==> src/rtl/sensor_seq_pkg.sv <==
// Shared types and default tables for the sensor poll sequencer.
// Default slave map: accel at 8'h32, magnetometer at 8'h3C.
package sensor_seq_pkg;

    localparam int ADDR_W = 8;
    localparam int VAL_W  = 8;
    localparam int IDX_W  = 4;
    localparam int ENT_W  = 24;

    localparam logic [7:0] SLV_ACCEL    = 8'h32;
    localparam logic [7:0] SLV_MAG      = 8'h3C;
    localparam logic [7:0] ACC_CTRL_REG = 8'h20;
    localparam logic [7:0] ACC_CTRL_VAL = 8'h37;
    localparam logic [7:0] MAG_MODE_REG = 8'h02;
    localparam logic [7:0] MAG_MODE_VAL = 8'h00;

    // ch0 / entry0 in the LSBs
    localparam logic [47:0] DEF_CH_SLAVE = {SLV_MAG, SLV_MAG, SLV_MAG, SLV_ACCEL, SLV_ACCEL, SLV_ACCEL};
    localparam logic [47:0] DEF_CH_REG   = {8'h05, 8'h07, 8'h03, 8'hAC, 8'hAA, 8'hA8};
    localparam logic [47:0] DEF_INIT_TBL = {SLV_MAG, MAG_MODE_REG, MAG_MODE_VAL,
                                            SLV_ACCEL, ACC_CTRL_REG, ACC_CTRL_VAL};

    typedef enum logic [2:0] {
        ST_IDLE,
        ST_INIT_ISS,
        ST_INIT_WAIT,
        ST_ARMED,
        ST_RD_ISS,
        ST_RD_WAIT,
        ST_COMMIT
    } state_t;

    typedef struct packed {
        logic [ADDR_W-1:0] slave;
        logic [ADDR_W-1:0] regad;
        logic [VAL_W-1:0]  value;
        logic              rd;
    } txn_fields_t;

endpackage

==> src/rtl/sensor_seq_table.sv <==
// Combinational lookup: index -> transaction fields, from the channel
// read list (rd_sel=1) or the init write table (rd_sel=0).
module sensor_seq_table
    import sensor_seq_pkg::*;
#(
    parameter int NUM_CH   = 6,
    parameter int NUM_INIT = 2,
    parameter logic [NUM_CH*8-1:0] CH_SLAVE = DEF_CH_SLAVE,
    parameter logic [NUM_CH*8-1:0] CH_REG   = DEF_CH_REG,
    parameter logic [((NUM_INIT > 0) ? NUM_INIT : 1)*ENT_W-1:0] INIT_TBL = DEF_INIT_TBL
) (
    input  logic             rd_sel,
    input  logic [IDX_W-1:0] idx,
    output txn_fields_t      ent
);

    always_comb begin
        ent = '0;
        if (rd_sel) begin
            if (int'(idx) < NUM_CH) begin
                ent.slave = CH_SLAVE[int'(idx)*8 +: 8];
                ent.regad = CH_REG[int'(idx)*8 +: 8];
                ent.rd    = 1'b1;
            end
        end else if (int'(idx) < NUM_INIT) begin
            {ent.slave, ent.regad, ent.value} = INIT_TBL[int'(idx)*ENT_W +: ENT_W];
        end
    end

endmodule

==> src/rtl/sensor_poll_sequencer.sv <==
// Replays an init write table on start, then reads NUM_CH channels per frame
// request and commits them as one snapshot. Optional watchdog: SEQ_TIMEOUT_EN.
module sensor_poll_sequencer
    import sensor_seq_pkg::*;
#(
    parameter int NUM_CH   = 6,
    parameter int NUM_INIT = 2,
    parameter int DATA_W   = 16,
    parameter int OUT_W    = 32,
    parameter logic [NUM_CH*8-1:0] CH_SLAVE = DEF_CH_SLAVE,
    parameter logic [NUM_CH*8-1:0] CH_REG   = DEF_CH_REG,
    parameter logic [((NUM_INIT > 0) ? NUM_INIT : 1)*ENT_W-1:0] INIT_TBL = DEF_INIT_TBL,
    parameter int TMO_CYC  = 100000
) (
    input  logic                    clk,
    input  logic                    rst,
    input  logic                    start,
    input  logic                    frame_req,
    output logic                    txn_req,
    input  logic                    txn_ack,
    output logic                    txn_rd,
    output logic [7:0]              txn_slave,
    output logic [7:0]              txn_reg,
    output logic [7:0]              txn_wdata,
    input  logic                    txn_done,
    input  logic [DATA_W-1:0]       txn_rdata,
    output logic [NUM_CH*OUT_W-1:0] ch_data,
    output logic                    frame_valid,
    output logic [15:0]             frame_cnt,
    output logic [7:0]              overrun_cnt,
    output logic                    armed,
    output logic                    busy,
    output logic                    err
);

    if (NUM_CH < 1 || NUM_CH > 16 || NUM_INIT < 0 || NUM_INIT > 8 ||
        OUT_W < DATA_W || TMO_CYC < 1) begin : g_param_chk
        $error("sensor_poll_sequencer: parameter out of range");
    end

    localparam logic [IDX_W-1:0] LAST_CH   = IDX_W'(NUM_CH - 1);
    localparam logic [IDX_W-1:0] LAST_INIT = IDX_W'(NUM_INIT - 1);

    state_t                          state_q, state_d;
    logic [IDX_W-1:0]                idx_q, idx_d;
    logic                            pending_q, pending_d;
    logic                            restart_q, restart_d;
    logic [NUM_CH-1:0][OUT_W-1:0]    shadow_q, shadow_d;
    logic [NUM_CH-1:0][OUT_W-1:0]    ch_data_q, ch_data_d;
    logic                            frame_valid_q, frame_valid_d;
    logic [15:0]                     frame_cnt_q, frame_cnt_d;
    logic [7:0]                      overrun_q, overrun_d;
    logic                            armed_q, armed_d;
    logic                            busy_w, restart_now, do_init, ovr_inc;
    txn_fields_t                     ent;

`ifdef SEQ_TIMEOUT_EN
    localparam int TMO_W = $clog2(TMO_CYC + 1);
    localparam logic [TMO_W-1:0] TMO_LAST = TMO_W'(TMO_CYC - 1);
    logic [TMO_W-1:0] tmo_q, tmo_d;
    logic             err_q, err_d;
    logic             in_txn;
`endif

    sensor_seq_table #(
        .NUM_CH   (NUM_CH),
        .NUM_INIT (NUM_INIT),
        .CH_SLAVE (CH_SLAVE),
        .CH_REG   (CH_REG),
        .INIT_TBL (INIT_TBL)
    ) u_table (
        .rd_sel (state_q inside {ST_RD_ISS, ST_RD_WAIT}),
        .idx    (idx_q),
        .ent    (ent)
    );

    assign busy_w = !(state_q inside {ST_IDLE, ST_ARMED});

    always_comb begin
        state_d       = state_q;
        idx_d         = idx_q;
        pending_d     = pending_q;
        restart_d     = restart_q;
        shadow_d      = shadow_q;
        ch_data_d     = ch_data_q;
        frame_valid_d = 1'b0;
        frame_cnt_d   = frame_cnt_q;
        armed_d       = armed_q;
        do_init       = 1'b0;
        ovr_inc       = 1'b0;
        restart_now   = restart_q | start;

        // A start while busy is deferred until the in-flight transaction completes.
        if (busy_w) begin
            if (start) begin
                restart_d = 1'b1;
                pending_d = 1'b0;
                ovr_inc   = frame_req;
            end else if (frame_req) begin
                if (pending_q) ovr_inc   = 1'b1;
                else           pending_d = 1'b1;
            end
        end

        case (state_q)
            ST_IDLE: if (start) do_init = 1'b1;
            ST_ARMED: begin
                if (start) begin
                    do_init = 1'b1;
                    ovr_inc = frame_req;
                end else if (frame_req || pending_q) begin
                    state_d   = ST_RD_ISS;
                    idx_d     = '0;
                    pending_d = frame_req && pending_q;
                end
            end
            ST_INIT_ISS: if (txn_ack) state_d = ST_INIT_WAIT;
            ST_RD_ISS:   if (txn_ack) state_d = ST_RD_WAIT;
            ST_INIT_WAIT: begin
                if (txn_done) begin
                    if (restart_now) begin
                        do_init = 1'b1;
                    end else if (idx_q == LAST_INIT) begin
                        state_d = ST_ARMED;
                        armed_d = 1'b1;
                    end else begin
                        idx_d   = idx_q + 1'b1;
                        state_d = ST_INIT_ISS;
                    end
                end
            end
            ST_RD_WAIT: begin
                if (txn_done) begin
                    shadow_d[idx_q] = OUT_W'($signed(txn_rdata));
                    if (restart_now) begin
                        do_init = 1'b1;
                    end else if (idx_q == LAST_CH) begin
                        state_d = ST_COMMIT;
                    end else begin
                        idx_d   = idx_q + 1'b1;
                        state_d = ST_RD_ISS;
                    end
                end
            end
            ST_COMMIT: begin
                ch_data_d     = shadow_q;
                frame_valid_d = 1'b1;
                frame_cnt_d   = frame_cnt_q + 16'd1;
                if (restart_now) do_init = 1'b1;
                else             state_d = ST_ARMED;
            end
            default: state_d = ST_IDLE;
        endcase

        if (do_init) begin
            idx_d     = '0;
            pending_d = 1'b0;
            restart_d = 1'b0;
            if (NUM_INIT == 0) begin
                state_d = ST_ARMED;
                armed_d = 1'b1;
            end else begin
                state_d = ST_INIT_ISS;
                armed_d = 1'b0;
            end
        end

`ifdef SEQ_TIMEOUT_EN
        in_txn = state_q inside {ST_INIT_ISS, ST_INIT_WAIT, ST_RD_ISS, ST_RD_WAIT};
        err_d  = start ? 1'b0 : err_q;
        tmo_d  = '0;
        // Counter restarts on every state entry, so the limit applies per ack/done wait.
        if (in_txn && state_d == state_q) begin
            if (tmo_q == TMO_LAST) begin
                err_d     = 1'b1;
                shadow_d  = '0;
                idx_d     = '0;
                restart_d = 1'b0;
                if (state_q inside {ST_INIT_ISS, ST_INIT_WAIT}) begin
                    state_d = ST_IDLE;
                    armed_d = 1'b0;
                end else begin
                    state_d = ST_ARMED;
                end
            end else begin
                tmo_d = tmo_q + 1'b1;
            end
        end
`endif

        overrun_d = (ovr_inc && overrun_q != 8'hFF) ? overrun_q + 8'd1 : overrun_q;
    end

    always_ff @(posedge clk or posedge rst) begin
        if (rst) begin
            state_q       <= ST_IDLE;
            idx_q         <= '0;
            pending_q     <= 1'b0;
            restart_q     <= 1'b0;
            shadow_q      <= '0;
            ch_data_q     <= '0;
            frame_valid_q <= 1'b0;
            frame_cnt_q   <= '0;
            overrun_q     <= '0;
            armed_q       <= 1'b0;
        end else begin
            state_q       <= state_d;
            idx_q         <= idx_d;
            pending_q     <= pending_d;
            restart_q     <= restart_d;
            shadow_q      <= shadow_d;
            ch_data_q     <= ch_data_d;
            frame_valid_q <= frame_valid_d;
            frame_cnt_q   <= frame_cnt_d;
            overrun_q     <= overrun_d;
            armed_q       <= armed_d;
        end
    end

`ifdef SEQ_TIMEOUT_EN
    always_ff @(posedge clk or posedge rst) begin
        if (rst) begin
            tmo_q <= '0;
            err_q <= 1'b0;
        end else begin
            tmo_q <= tmo_d;
            err_q <= err_d;
        end
    end
    assign err = err_q;
`else
    assign err = 1'b0;
`endif

    // Request is a decode of the state flop, so async reset drops it immediately.
    assign txn_req     = (state_q == ST_INIT_ISS) || (state_q == ST_RD_ISS);
    assign txn_rd      = ent.rd;
    assign txn_slave   = ent.slave;
    assign txn_reg     = ent.regad;
    assign txn_wdata   = ent.value;
    assign ch_data     = ch_data_q;
    assign frame_valid = frame_valid_q;
    assign frame_cnt   = frame_cnt_q;
    assign overrun_cnt = overrun_q;
    assign armed       = armed_q;
    assign busy        = busy_w;

endmodule
==> config.mk <==
export PLATFORM = sky130hd
export DESIGN_NAME = sensor_poll_sequencer
export DESIGN_NICKNAME = d
export VERILOG_FILES = /design/src/rtl/sensor_seq_pkg.sv /design/src/rtl/sensor_seq_table.sv /design/src/rtl/sensor_poll_sequencer.sv
export SDC_FILE = /design/constraint.sdc
export NUM_CORES = 1
export LEC_CHECK = 0
export BUFFER_PORTS_ARGS = -buffer_cell sky130_fd_sc_hd__buf_2
export CAP_MARGIN = 15
export CORE_MARGIN = 10
export CORE_UTILIZATION = 48
export CTS_CLUSTER_DIAMETER = 120
export CTS_CLUSTER_SIZE = 24
export DETAILED_ROUTE_END_ITERATION = 8
export GPL_TIMING_DRIVEN = 0
export PLACE_DENSITY = 0.81
export SYNTH_ARGS = -nofsm -noshare
export SYNTH_HDL_FRONTEND = slang
export SYNTH_SLANG_ARGS = --single-unit
==> constraint.sdc <==
create_clock -name clk -period 6.5 [get_ports clk]
set_input_delay 0.325 -clock clk [delete_from_list [all_inputs] [get_ports clk]]
set_output_delay 0.325 -clock clk [all_outputs]
set_load 0.1 [all_outputs]
After elaboration in Yosys (flattened, before gate mapping). Index checks and enable logic that the tools add are counted.

Input bits: 22. Latch bits: 0. Memories: 0. Bits in writable memories: 0. Flip-flop bits (word level): 419. Memory bits (read-only): 0.

Shift-type cells: 3. Add/subtract/negate cells: 3. Multiply operators: 1. Div/mod/pow operators: 0. Equal/unequal tests: 23. Order comparisons: 4. Reduce and logical (&&, ||, !) cells: 21. Bitwise gates (word level): 1. Mux-type cells: 58.

Operator list (number): $bwmux 192 (1); $demux 32 s3 (1); $shiftx 48x8->8 const A (2); $shiftx 48x32->24 const A (1); $mux 4 (9); $mux 16 (2); $mux 32 (1); $mux 3 (10); $ne 3x3->1 const B (10); $mux 1 (27); $mux 24 (1); $pmux 3 s7 (1); $add 16x1->16 const B (1); $pmux 4 s3 (1); $reduce_bool 2->1 (6); $reduce_and 10->1 (1); $eq 3x3->1 const B (3); $reduce_and 9->1 (1); $add 8x1->8 const B (1); $mux 8 (1); $ne 8x8->1 const B (1); $eq 3x2->1 const B (2); $mul 4x2->6 const B (1); $add 4x1->4 const B (1); other kinds (21) (28).

Longest topological paths before layout. Gate-level depths: netlist (run 1).

Depth in word-level cells: 7. Depth in mapped cells: 8. Depth with buffers taken out: 7.

Modules after synthesis. From an unflattened synthesis (run 1), not the netlist that was laid out.

Cells, all modules: 944. Area, all modules: 10124.7 µm².

Modules (own cells, without submodules): sensor_poll_sequencer (sequential area each 5680.4 µm², instances 1, area an instance 9843.2 µm², cells each 901); sensor_seq_table (sequential area each 0.0 µm², instances 1, area an instance 281.5 µm², cells each 43).

Worst setup path before layout (run 1). OpenSTA, ideal clock, no wires.

Kind: register to output. Start point: register state_q[2]. End point: output txn_reg[0]. Data required time: 6.175 ns. Path slack: 0.839 ns. Data arrival time: 5.336 ns. Cell stages (with the launch flop): 5. Cells stage by stage: dfrtp_1 > buf_4 > nand2b_1 > a211oi_1 > a21boi_0.

Cells in the longest elaborated chain, start to end: 3.

RTL lines: from (decl) (line sensor_poll_sequencer.sv:44) `state_t state_q, state_d;`; from (signal assigned) (line sensor_poll_sequencer.sv:207) `state_q <= state_d;`; $eq 3x3->1 (line sensor_poll_sequencer.sv:72) `.rd_sel (state_q inside {ST_RD_ISS, ST_RD_WAIT}),`; $reduce_bool 2->1 (*) (line sensor_poll_sequencer.sv:72); $mux 16 (*) (line sensor_seq_table.sv:19) `if (rd_sel) begin`; to (decl) (line sensor_poll_sequencer.sv:23) `output logic [7:0] txn_reg,`.

Every way passes the cells marked *; elsewhere a longest branch is shown, timed or not.

Worst setup path after layout (run 1).
Start point: register state_q[2]. End point: output txn_slave[1].

Cells in the longest elaborated chain, start to end: 3.

RTL lines: $eq 3x3->1 (line sensor_poll_sequencer.sv:72); $reduce_bool 2->1 (*) (line sensor_poll_sequencer.sv:72); $mux 16 (*) (line sensor_seq_table.sv:19); to (decl) (line sensor_poll_sequencer.sv:22) `output logic [7:0] txn_slave,`.

Marks and branches as above.

==> metrics.md, run 1 <==
| Metric | Value |
|---|---|
| Status | `finished, final reports clean` |
| Die Ht | `165 um` |
| WL final | `26000 um` |
| Adder-cell share of the synthesized area | `0.863%` |
| GRT Overall Usage | `18.2%` |
| Area after DPL | `11900 um2` |
| Max VDD drop | `0.490 mV` |
| CP max-delay cell | `a211oi_1` |
| XOR/XNOR share of the synthesized area | `1.81%` |
| Worst-Margin Slew | `0.645 ns` |
| Power Total | `4.21 mW` |
| Met2 Use GR | `31.0%` |
| Die area | `27400 um2` |
| Chip width | `165 um` |
| GRT met3 Usage | `3.94%` |
| Compound-Gate Fraction of Synth Area | `2.97%` |
| Worst slew margin | `57.0%` |
| Setup crit start kind | `flip-flop` |
| Min Clock Period, post-route | `2.79 ns` |
| Slew Limit Fails | `0` |
| Yosys warnings | `0` |
| Detail Route Antenna Nets | `0` |
| Worst EP arrival | `2.47 ns` |
| Critical Path RT | `6.17 ns` |
| Post-route clock skew | `0.0316 ns` |
| Setup Slack @ Placement | `4.21 ns` |
| Maximum capacitance violations | `0` |
| Mux contribution to synthesized area | `11.1%` |
| Synth Area in Simple Gates | `16.2%` |
| CP peak stage delay | `0.41 ns` |
| RSZ-0062 raised after global routing | `false` |
| GR peak layer | `met2` |
| Critical path's most frequent cell | `buf_4` |
| Vias in the first global route | `7170` |
| Port buffer count | `257` |
| Fillcell total | `1779` |
| Placeable core region | `20900 um2` |
| Final Cell Area | `12300 um2` |
| Final non-filler cell total | `1507` |
| Clk_lat worst skew | `0.48 ns` |
| # DRC | `0` |
| Via count | `7354` |
| Routed vias/inst | `4.88` |
| Global-route wire length before repair | `39700 um` |
| Most used DFF post-synth | `dfrtp_1` |
| Kind of path behind the tightest hold check | `in2reg` |
| CP Capture Type | `output port` |
| Kind of critical path | `reg2out` |
| Worst-case clock buffer depth | `3` |
| Distinct cells, synth | `53` |
| Cell area after synthesis | `10100 um2` |
| DP Cell Count | `1490` |
| Post-CTS Resized | `0` |
| Final setup TNS | `0 ns` |
| Final hold vios | `0` |
| Tcrit/Tclk final | `43.0%` |
| CTS tree | `yes` |
| RD Place Congestion | `0.903` |
| EDFF count, synth | `0` |
| Async set or reset register ratio after synthesis | `100%` |
| Synthesized instance count | `944` |
| Synthesized area per cell | `10.7 um2` |
| Main combinational cell family by area after synthesis | `simple AND/OR/NAND/NOR gates` |
| CTS sink count | `227` |
| Layout Nets | `1260` |
| Met1 Use GR | `23.1%` |
| H-tree lvl count | `1` |
| Final core occ | `58.9%` |
| Clock slew at reported path FFs | `0.10 ns` |
| Critical path fanouts, max | `10` |
| Synth Register Bits | `227` |
| Initial antenna violation count | `0` |
| Crit-path cells | `buf_4 -> nand2b_1 -> a211oi_1 -> and2_1 -> or2_2 -> buf_4 -> buf_2` |
| Area grow syn2layout | `21.2%` |
| Setup Viol. Count Final | `0` |
| HPWL after DPL | `19600 um` |
| Hold Slack | `0.186 ns` |
| Initial Util | `48.6%` |
| CTS Buf Count | `13` |
| WL/cell | `17.2 um` |
| CTS root buf | `clkbuf_16` |
| Leakage power | `7.28 nW` |
| Layout cell share with drive strength beyond 1 | `43.0%` |
| Max Fclk | `0.358 GHz` |
| Congestion Overflow GR | `0` |
| DRT iter0 DRCs | `538` |
| PD cells | `342 nW/um2` |
| I/O pin count | `268` |
| Largest net degree at the start of global routing | `43` |
| DRT Pass-1 Iters | `5` |
| Sequential area share after synthesis | `56.0%` |
| Final worst slack | `3.71 ns` |
| Row count | `53` |
registers in the layout (all words and copies together) (netlist names):
name / cells
frame_valid: 1
shadow_q: 96
overrun_cnt: 8
ch_data: 96
pending_q: 1
armed: 1
idx_q: 4
state_q: 3
frame_cnt: 16
restart_q: 1
cells by family (layout without fill, tap and decap cells):
| group | after synthesis | count (layout) |
|---|---|---|
| adders and majority gates | 7 | 7 |
| muxes | 99 | 99 |
| xor gates and xnor gates | 21 | 21 |
| and+or+nand+nor | 382 | 382 |
| other | 1 | 10 |
| buffers and inverters | 165 | 444 |
| AOI/OAI and AO/OA | 42 | 42 |
| DFF | 227 | 227 |
power breakdown:
group / switching [mW] / internal, mW
clock: 0.444 / 0.368
sequential: 0.0997 / 1.55
combinational: 1.38 / 0.364
layout make-up:
type                    instances  area [um2]  area share (%)
diodes                          1        2.50          0.0204
plain buffers                 153        1070            8.71
clock buffers                  13         325            2.65
clock inverters                 2        25.0           0.204
inverters                      12        48.8           0.397
multi-input cells             560        3380            27.5
flip-flops and latches        227        5680            46.2
well taps                     275         344            2.80
repair buffers                264        1420            11.5
worst max-delay path, delay by kind of cell (launching register included):
kind | cells | cell delay [ns]
and+or+nand+nor | 3 | 0.56
AOI/OAI and AO/OA | 1 | 0.41
DFF | 1 | 0.36
buffers and inverters | 3 | 0.67
path summary, 6_finish.rpt:
kind                                           start                   endpoint  cells after the start  slack (ns)
setup / recovery              state_q[2]$_DFFE_PP0P_               txn_slave[1]                      7        3.71
hold / removal                          txn_rdata[2]  shadow_q[162]$_DFFE_PP0P_                      2        0.19
setup reg to reg                idx_q[1]$_DFFE_PP0P_       idx_q[2]$_DFFE_PP0P_                      8        4.36
hold reg to reg            shadow_q[109]$_DFFE_PP0P_   ch_data[109]$_DFFE_PP0P_                      2        0.47
max in group asynchronous                        rst    shadow_q[5]$_DFFE_PP0P_                      6        5.23
min in group asynchronous                        rst   ch_data[107]$_DFFE_PP0P_                      3        0.33
cell usage in the layout (no fill, tap or decap), types with 2 or more instances in the layout:
cell       instances
nand3b_1           4
a32oi_1            3
o211ai_1           3
mux2_2            97
xnor2_1           16
nor2_1            20
buf_6              5
buf_12             6
clkbuf_1          18
buf_1              3
buf_2            264
nand2_2            3
inv_1             10
o21a_1             6
conb_1             9
nor2b_1            3
nand4_1            8
nand2_1          304
o21ai_0           11
buf_4            120
and3_1             4
a211oi_1           2
ha_1               7
xor2_1             5
or2_2              4
clkbuf_16         13
nand2b_1           3
nor4_4             2
dfrtp_1          227
nand3_1           10
nor3_1             5
a21oi_1            9
cell usage after synthesis (all sizes together) (2+ instances only):
| cell type | instances | area share [%] |
|---|---|---|
| nand2 | 307 | 11 |
| dfrtp | 227 | 56 |
| buf | 135 | 9.9 |
| mux2 | 97 | 11 |
| nor2 | 20 | 0.74 |
| clkbuf | 18 | 0.67 |
| xnor2 | 16 | 1.4 |
| inv | 12 | 0.44 |
| o21ai | 11 | 0.54 |
| nand3 | 10 | 0.49 |
| nand4 | 10 | 0.83 |
| a21oi | 9 | 0.44 |
| ha | 7 | 0.86 |
| nor3 | 7 | 0.51 |
| o21a | 6 | 0.44 |
| and3 | 5 | 0.32 |
| xor2 | 5 | 0.43 |
| nand3b | 4 | 0.30 |
| or2 | 4 | 0.25 |
| a32oi | 3 | 0.26 |
| nand2b | 3 | 0.18 |
| nor2b | 3 | 0.18 |
| o211ai | 3 | 0.22 |
| a211oi | 2 | 0.15 |
| a311oi | 2 | 0.35 |
| nor4 | 2 | 0.42 |
| or3b | 2 | 0.17 |
layer usage:
metal  up-vias  share of wire, %
li1       3495                 -
met4         0               1.8
met2       269                49
met5         -                 0
met1      3563                41
met3        27               8.8
repair_timing:
| action | CTS | global route |
|---|---|---|
| hold endpoints to repair | 7 | 0 |
| setup buffers | 0 | 0 |
| hold buffers | 1 | 0 |
Note: power is estimated with default switching activity, not from simulation.
==> run 2, diff against run 1 <==
--- a/config.mk
+++ b/config.mk
@@ -5,6 +5,7 @@
 export SDC_FILE = /design/constraint.sdc
 export NUM_CORES = 1
 export LEC_CHECK = 0
+export ABC_AREA = 1
 export BUFFER_PORTS_ARGS = -buffer_cell sky130_fd_sc_hd__buf_2
 export CAP_MARGIN = 15
 export CORE_MARGIN = 10
==> constraint.sdc (replaced) <==
create_clock -name clk -period 2.3 [get_ports clk]
set_input_delay 0.115 -clock clk [delete_from_list [all_inputs] [get_ports clk]]
set_output_delay 0.115 -clock clk [all_outputs]
set_load 0.1 [all_outputs]
==> metrics.md, run 2 <==
| Metric | Value |
|---|---|
| Status | `finished, final reports clean (unchanged)` |
| Async set or reset register ratio after synthesis | `100% (unchanged)` |
| DRT Pass-1 Iters | `5 (unchanged)` |
| Die area | `27000 um2 (was 27400 um2)` |
| Inserted Diodes | `0 (was 1)` |
| PD cells | `1020 nW/um2 (was 342 nW/um2)` |
| Main combinational cell family by area after synthesis | `simple AND/OR/NAND/NOR gates (unchanged)` |
| Max VDD drop | `0.933 mV (was 0.490 mV)` |
| Register area | `5680 um2 (about the same)` |
| Port buffer count | `258 (was 257)` |
| Die Ht | `164 um (was 165 um)` |
| Largest net degree at the start of global routing | `44 (was 43)` |
| Post-route clock skew | `0.0294 ns (was 0.0316 ns)` |
| Row count | `52 (was 53)` |
| Layout Nets | `1446 (was 1260)` |
| HPWL after DPL | `20900 um (was 19600 um)` |
| I/O pin count | `268 (unchanged)` |
| Congestion Overflow GR | `0 (unchanged)` |
| Fillcell total | `1789 (was 1779)` |
| Most used DFF post-synth | `dfrtp_1 (unchanged)` |
| Hold Slack | `0.0789 ns (was 0.186 ns)` |
| CTS Buf Count | `13 (unchanged)` |
| Routed vias/inst | `4.82 (was 4.88)` |
| WL/cell | `16.6 um (was 17.2 um)` |
| CTS tree | `yes (unchanged)` |
| Synth top cells by count | `nand2_1, dfrtp_1, buf_4 (unchanged)` |
| Tcrit/Tclk final | `96.3%` |
| Adder-cell share of the synthesized area | `0.876% (was 0.863%)` |
| Placeable core region | `20400 um2 (was 20900 um2)` |
| Slew Limit Fails | `0 (unchanged)` |
| Sequential area share after synthesis | `56.8% (was 56.0%)` |
| Final Cell Area | `12300 um2 (about the same)` |
| Critical Path RT | `2.18 ns (was 6.17 ns)` |
| Worst-Margin Slew | `0.611 ns (was 0.645 ns)` |
| Kind of path behind the tightest hold check | `in2reg (unchanged)` |
| Final hold vios | `0 (unchanged)` |
| EDFF count, synth | `0 (unchanged)` |
| Crit-path cells | `buf_4 -> clkinvlp_4 -> ha_1 -> o21ai_0 -> o21ai_2 -> buf_4 (was buf_4 -> nand2b_1 -> a211oi_1 -> and2_1 -> or2_2 -> buf_4 -> buf_2)` |
| Initial Util | `49.1% (was 48.6%)` |
| Min Clock Period, post-route | `2.21 ns` |
| Leakage power | `7.32 nW (was 7.28 nW)` |
| CP peak stage delay | `0.39 ns (was 0.41 ns)` |
| Synthesized instance count | `1123 (was 944)` |
| Commonest non-fill, non-tap cell in the layout | `nand2_1 (unchanged)` |
| Power Total | `12.6 mW (was 4.21 mW)` |
| DRT iter0 DRCs | `611 (was 538)` |
| Global-route wire length before repair | `42700 um (was 39700 um)` |
| Setup crit start kind | `flip-flop (unchanged)` |
| Top post-synthesis cells by area | `dfrtp_1, nand2_1, buf_4 (was dfrtp_1, nand2_1, mux2_2)` |
| Worst EP arrival | `2.10 ns (was 2.47 ns)` |
| # DRC | `0 (unchanged)` |
| Compound-Gate Fraction of Synth Area | `5.96% (was 2.97%)` |
| CP max-delay cell | `dfrtp_1 (was a211oi_1)` |
| CP Capture Type | `output port (unchanged)` |
| Critical path fanouts, max | `8 (was 10)` |
| Clk_lat worst skew | `0.48 ns (about the same)` |
| H-tree lvl count | `1 (unchanged)` |
| RD Place Congestion | `0.841 (was 0.903)` |
| Area after DPL | `11800 um2 (was 11900 um2)` |
| Vias in the first global route | `7670 (was 7170)` |
| Synth Area in Simple Gates | `21.8% (was 16.2%)` |
| Detail Route Antenna Nets | `0 (unchanged)` |
| Yosys warnings | `0 (unchanged)` |
| Area of the multi-input gates | `3130 um2 (was 3380 um2)` |
| Chip width | `164 um (was 165 um)` |
| Layout cell share with drive strength beyond 1 | `31.8% (was 43.0%)` |
| Synth top area share | `56.8% (was 56.0%)` |
| CTS sink count | `227 (unchanged)` |
| Synth Register Bits | `227 (unchanged)` |
| Kind of critical path | `reg2out (unchanged)` |
| Via count | `8129 (was 7354)` |
| Clock slew at reported path FFs | `0.11 ns (was 0.10 ns)` |
| Top-count cell post-synth | `nand2_1 (unchanged)` |
| CTS root buf | `clkbuf_16 (unchanged)` |
| Maximum capacitance violations | `0 (unchanged)` |
| Max Fclk | `0.452 GHz` |
| Cell area after synthesis | `9990 um2 (was 10100 um2)` |
| Final non-filler cell total | `1686 (was 1507)` |
| Synthesized area per cell | `8.90 um2 (was 10.7 um2)` |
| DP Cell Count | `1665 (was 1490)` |
| Area grow syn2layout | `23.1% (was 21.2%)` |
| Distinct cells, synth | `28 (was 53)` |
| Initial antenna violation count | `1 (was 0)` |
| Worst-case clock buffer depth | `3 (unchanged)` |
| Critical path's most frequent cell | `buf_4 (unchanged)` |
| Final setup TNS | `0 ns (unchanged)` |
| XOR/XNOR share of the synthesized area | `1.93% (was 1.81%)` |
| WL final | `28000 um (was 26000 um)` |
| Mux contribution to synthesized area | `0% (was 11.1%)` |
| GRT Overall Usage | `19.8% (was 18.2%)` |
| Worst slew margin | `59.3% (was 57.0%)` |
| Commonest cells after routing, fill and taps aside | `nand2_1, buf_2, dfrtp_1 (unchanged)` |
| Post-synth top area cell | `dfrtp_1 (unchanged)` |
| Setup Viol. Count Final | `0 (unchanged)` |
run 2: layout make-up:
class | count | share of cell area, %
tap | 270 | 2.75
clock buffer | 13 | 2.64
buffer | 154 | 8.40
multi-input combinational | 689 | 25.5
sequential | 227 | 46.2
inverter | 61 | 1.92
clock inverter | 1 | 0.132
timing repair buffer | 271 | 12.5
run 2: metal layers:
| layer | GRT usage (%) | vias to the layer above | wire [um] |
|---|---|---|---|
| met5 | 0 | - | 0 |
| met4 | 4.63 | 0 | 553 |
| met3 | 4.16 | 33 | 2230 |
| met2 | 34.0 | 267 | 13900 |
| met1 | 25.2 | 3890 | 11300 |
| li1 | - | 3939 | - |
run 2: worst paths after layout:
path / slack [ns] / from / cells after the start / endpoint
setup reg to reg: 0.29 / state_q[0]$_DFFE_PP0P_ / 7 / ch_data[62]$_DFFE_PP0P_
min in group asynchronous: 0.23 / rst / 3 / ch_data[102]$_DFFE_PP0P_
max in group asynchronous: 1.05 / rst / 6 / frame_cnt[12]$_DFFE_PP0P_
setup / recovery: 0.09 / idx_q[0]$_DFFE_PP0P_ / 6 / txn_reg[1]
hold reg to reg: 0.47 / shadow_q[38]$_DFFE_PP0P_ / 2 / ch_data[38]$_DFFE_PP0P_
hold / removal: 0.08 / txn_rdata[0] / 3 / shadow_q[64]$_DFFE_PP0P_
run 2: worst max-delay path, delay by kind of cell, from the launching register on:
family / cells / cell delay [ns]
flops: 1 / 0.39
fa+ha+maj: 1 / 0.23
buf+inv: 3 / 0.62
compound gates: 2 / 0.37
run 2: timing repair:
item / CTS / global route
setup buffers: 0 / 3
setup endpoints to repair: 12 / 16
gates resized for setup: 14 / 19
endpoints found under the hold margin: 19 / 0
hold buffers: 4 / 0
run 2: power by group:
part / internal [mW] / switching [mW] / leakage, nW / total (mW)
Sequential: 4.35 / 0.295 / 3.14 / 4.65
Combinational: 1.14 / 4.51 / 4.01 / 5.65
Clock: 1.03 / 1.26 / 0.167 / 2.29
Total: 6.53 / 6.06 / 7.32 / 12.6
run 2: logic make-up after synthesis:
| logic type | after synthesis |
|---|---|
| adders and majority gates | 7 |
| AOI/OAI and AO/OA | 117 |
| other | 1 |
| DFF | 227 |
| buffers and inverters | 215 |
| xor gates and xnor gates | 22 |
| and+or+nand+nor | 534 |
run 2: per-stage QoR:
stage               util [%]  worst slack [ns]
finish                  60.4            0.0858
global route            60.4          -0.00948
CTS                     60.0           -0.0985
detailed placement      58.0             0.162
global placement        57.4             -2.06
floorplan                  -            -0.781
==> run 3, diff against run 2 <==
--- a/config.mk
+++ b/config.mk
@@ -6,7 +6,7 @@
 export NUM_CORES = 1
 export LEC_CHECK = 0
 export ABC_AREA = 1
-export BUFFER_PORTS_ARGS = -buffer_cell sky130_fd_sc_hd__buf_2
+export BUFFER_PORTS_ARGS = -buffer_cell sky130_fd_sc_hd__buf_4
 export CAP_MARGIN = 15
 export CORE_MARGIN = 10
 export CORE_UTILIZATION = 48
==> constraint.sdc (replaced) <==
create_clock -name clk -period 2.3 [get_ports clk]
set_input_delay 0 -clock clk [delete_from_list [all_inputs] [get_ports clk]]
set_output_delay 0 -clock clk [all_outputs]
set_load 0.1 [all_outputs]
==> metrics.md, run 3 (synthesis results as in run 2) <==
| Metric | Value |
|---|---|
| Min Clock Period, post-route | `2.16 ns (was 2.21 ns)` |
| Layout Nets | `1453 (was 1446)` |
| Status | `finished, final reports clean (unchanged)` |
| Leakage power | `7.34 nW (was 7.32 nW)` |
| Chip width | `164 um (unchanged)` |
| Register area | `5680 um2 (about the same)` |
| Clock slew at reported path FFs | `0.11 ns (about the same)` |
| Critical path fanouts, max | `7 (was 8)` |
| Kind of critical path | `reg2out (unchanged)` |
| Worst-Margin Slew | `0.889 ns (was 0.611 ns)` |
| Die Ht | `164 um (unchanged)` |
| H-tree lvl count | `1 (unchanged)` |
| Post-route clock skew | `0.0338 ns (was 0.0294 ns)` |
| Worst-case clock buffer depth | `3 (unchanged)` |
| RD Place Congestion | `0.884 (was 0.841)` |
| Worst EP arrival | `2.16 ns (was 2.10 ns)` |
| PD cells | `983 nW/um2 (was 1020 nW/um2)` |
| Die area | `27000 um2 (unchanged)` |
| Final setup TNS | `0 ns (unchanged)` |
| Layout cell share with drive strength beyond 1 | `31.0% (was 31.8%)` |
| Area grow syn2layout | `29.5% (was 23.1%)` |
| Slew Limit Fails | `0 (unchanged)` |
| Final worst slack | `0.137 ns (was 0.0858 ns)` |
| Global-route wire length before repair | `44200 um (was 42700 um)` |
| Max Fclk | `0.462 GHz (was 0.452 GHz)` |
| CTS tree | `yes (unchanged)` |
| HPWL after DPL | `21400 um (was 20900 um)` |
| Congestion Overflow GR | `0 (unchanged)` |
| Area of the multi-input gates | `3110 um2 (was 3130 um2)` |
| DRT iter0 DRCs | `667 (was 611)` |
| CTS Buf Count | `13 (unchanged)` |
| Initial antenna violation count | `0 (was 1)` |
| Final hold vios | `0 (unchanged)` |
| CP Capture Type | `output port (unchanged)` |
| Commonest cells after routing, fill and taps aside | `nand2_1, buf_4, dfrtp_1 (was nand2_1, buf_2, dfrtp_1)` |
| Area after DPL | `12400 um2 (was 11800 um2)` |
| Critical Path RT | `2.30 ns (was 2.18 ns)` |
| Maximum capacitance violations | `0 (unchanged)` |
| # DRC | `0 (unchanged)` |
| GRT Overall Usage | `20.6% (was 19.8%)` |
| R2r startpoint | `state_q[0]$_DFFE_PP0P_ (unchanged)` |
| Vias in the first global route | `8121 (was 7670)` |
| Tcrit/Tclk final | `94.0% (was 96.3%)` |
| Initial Util | `49.1% (unchanged)` |
| Kind of path behind the tightest hold check | `in2reg (unchanged)` |
| Commonest non-fill, non-tap cell in the layout | `nand2_1 (unchanged)` |
| DRT Pass-1 Iters | `5 (unchanged)` |
| Setup Slack @ Placement | `0.336 ns (was 0.162 ns)` |
| Via count | `8188 (was 8129)` |
| CTS sink count | `227 (unchanged)` |
| Detail Route Antenna Nets | `0 (unchanged)` |
| RSZ-0062 raised after global routing | `false` |
| Port buffer count | `258 (unchanged)` |
| Row count | `52 (unchanged)` |
| Clk_lat worst skew | `0.49 ns (was 0.48 ns)` |
| CP startpoint | `state_q[1]$_DFFE_PP0P_ (was idx_q[0]$_DFFE_PP0P_)` |
| I/O pin count | `268 (unchanged)` |
| Setup Viol. Count Final | `0 (unchanged)` |
| Largest net degree at the start of global routing | `45 (was 44)` |
| Placeable core region | `20400 um2 (unchanged)` |
| WL final | `29000 um (was 28000 um)` |
| CTS root buf | `clkbuf_16 (unchanged)` |
| Setup crit start kind | `flip-flop (unchanged)` |
| Routed vias/inst | `4.83 (was 4.82)` |
| WL/cell | `17.1 um (was 16.6 um)` |
| Worst hold start | `txn_ack (was txn_rdata[0])` |
| Worst slew margin | `40.6% (was 59.3%)` |
| Max VDD drop | `1.03 mV (was 0.933 mV)` |
| Final Cell Area | `12900 um2 (was 12300 um2)` |
| Fillcell total | `1696 (was 1789)` |
==> run 3: cell types whose count changed in the layout (fill, tap and decap cells not counted), moves of 3 or more <==
| cell | change |
|---|---|
| buf_2 | -243 |
| buf_6 | -3 |
| dlygate4sd3_1 | +11 |
| nor2_2 | +3 |
| buf_4 | +244 |
==> run 3: area by class of cell <==
cell class                 count  area share (%)
tap                          270            2.61
clock inverter                 2           0.193
clock buffer                  13            2.51
buffer                       154            7.96
sequential                   227            43.9
timing repair buffer         278            17.0
multi-input combinational    689            24.0
antenna                        1          0.0193
inverter                      61            1.80
==> run 3: final timing paths <==
path,to,slack (ns),cells past startpoint
min in group asynchronous,shadow_q[97]$_DFFE_PP0P_,0.26,3
hold reg to reg,ch_data[45]$_DFFE_PP0P_,0.47,2
setup / recovery,txn_slave[3],0.14,9
hold / removal,state_q[2]$_DFFE_PP0P_,0.02,5
setup reg to reg,ch_data[62]$_DFFE_PP0P_,0.34,7
max in group asynchronous,shadow_q[7]$_DFFE_PP0P_,0.82,6
==> run 3: report_power, final <==
group / switching, mW / internal, mW
clock network: 1.29 / 1.04
logic: 4.48 / 1.26
registers: 0.304 / 4.35
total: 6.08 / 6.66
==> run 3: worst max-delay path: stages (launching register included) <==
cell,delay [ns]
dfrtp_1,0.46
inv_1,0.11
nand2_1,0.13
inv_1,0.11
nand2_1,0.19
a21oi_2,0.20
inv_1,0.05
nand2_1,0.07
buf_4,0.10
buf_4,0.27
==> run 3: timing repair <==
action,4_1_cts,5_1_grt
endpoints found under the hold margin,79,0
hold buffers,15,0
setup endpoints to repair,4,10
resized for setup,4,3
buffers inserted,0,0
==> run 3: metal layers <==
layer | part of all wire [%] | vias up | GRT usage, %
li1 | - | 3952 | -
met1 | 40 | 3941 | 25.5
met2 | 50 | 246 | 35.6
met3 | 6.6 | 49 | 3.68
met4 | 3.1 | 0 | 6.95
met5 | 0 | - | 0
==> run 3: per-stage QoR <==
stage / hold WS [ns] / utilization, % / std cells / power [mW]
after global placement: 0.224 / 60.5 / 1659 / 10.3
after floorplan: 0.0850 / - / 1131 / 9.23
after global routing: 0.0598 / 63.6 / 1694 / 13.2
after detailed placement: 0.222 / 61.0 / 1664 / 10.4
final: 0.0192 / 63.6 / 1695 / 12.7
after CTS: 0.0191 / 63.5 / 1694 / 12.8
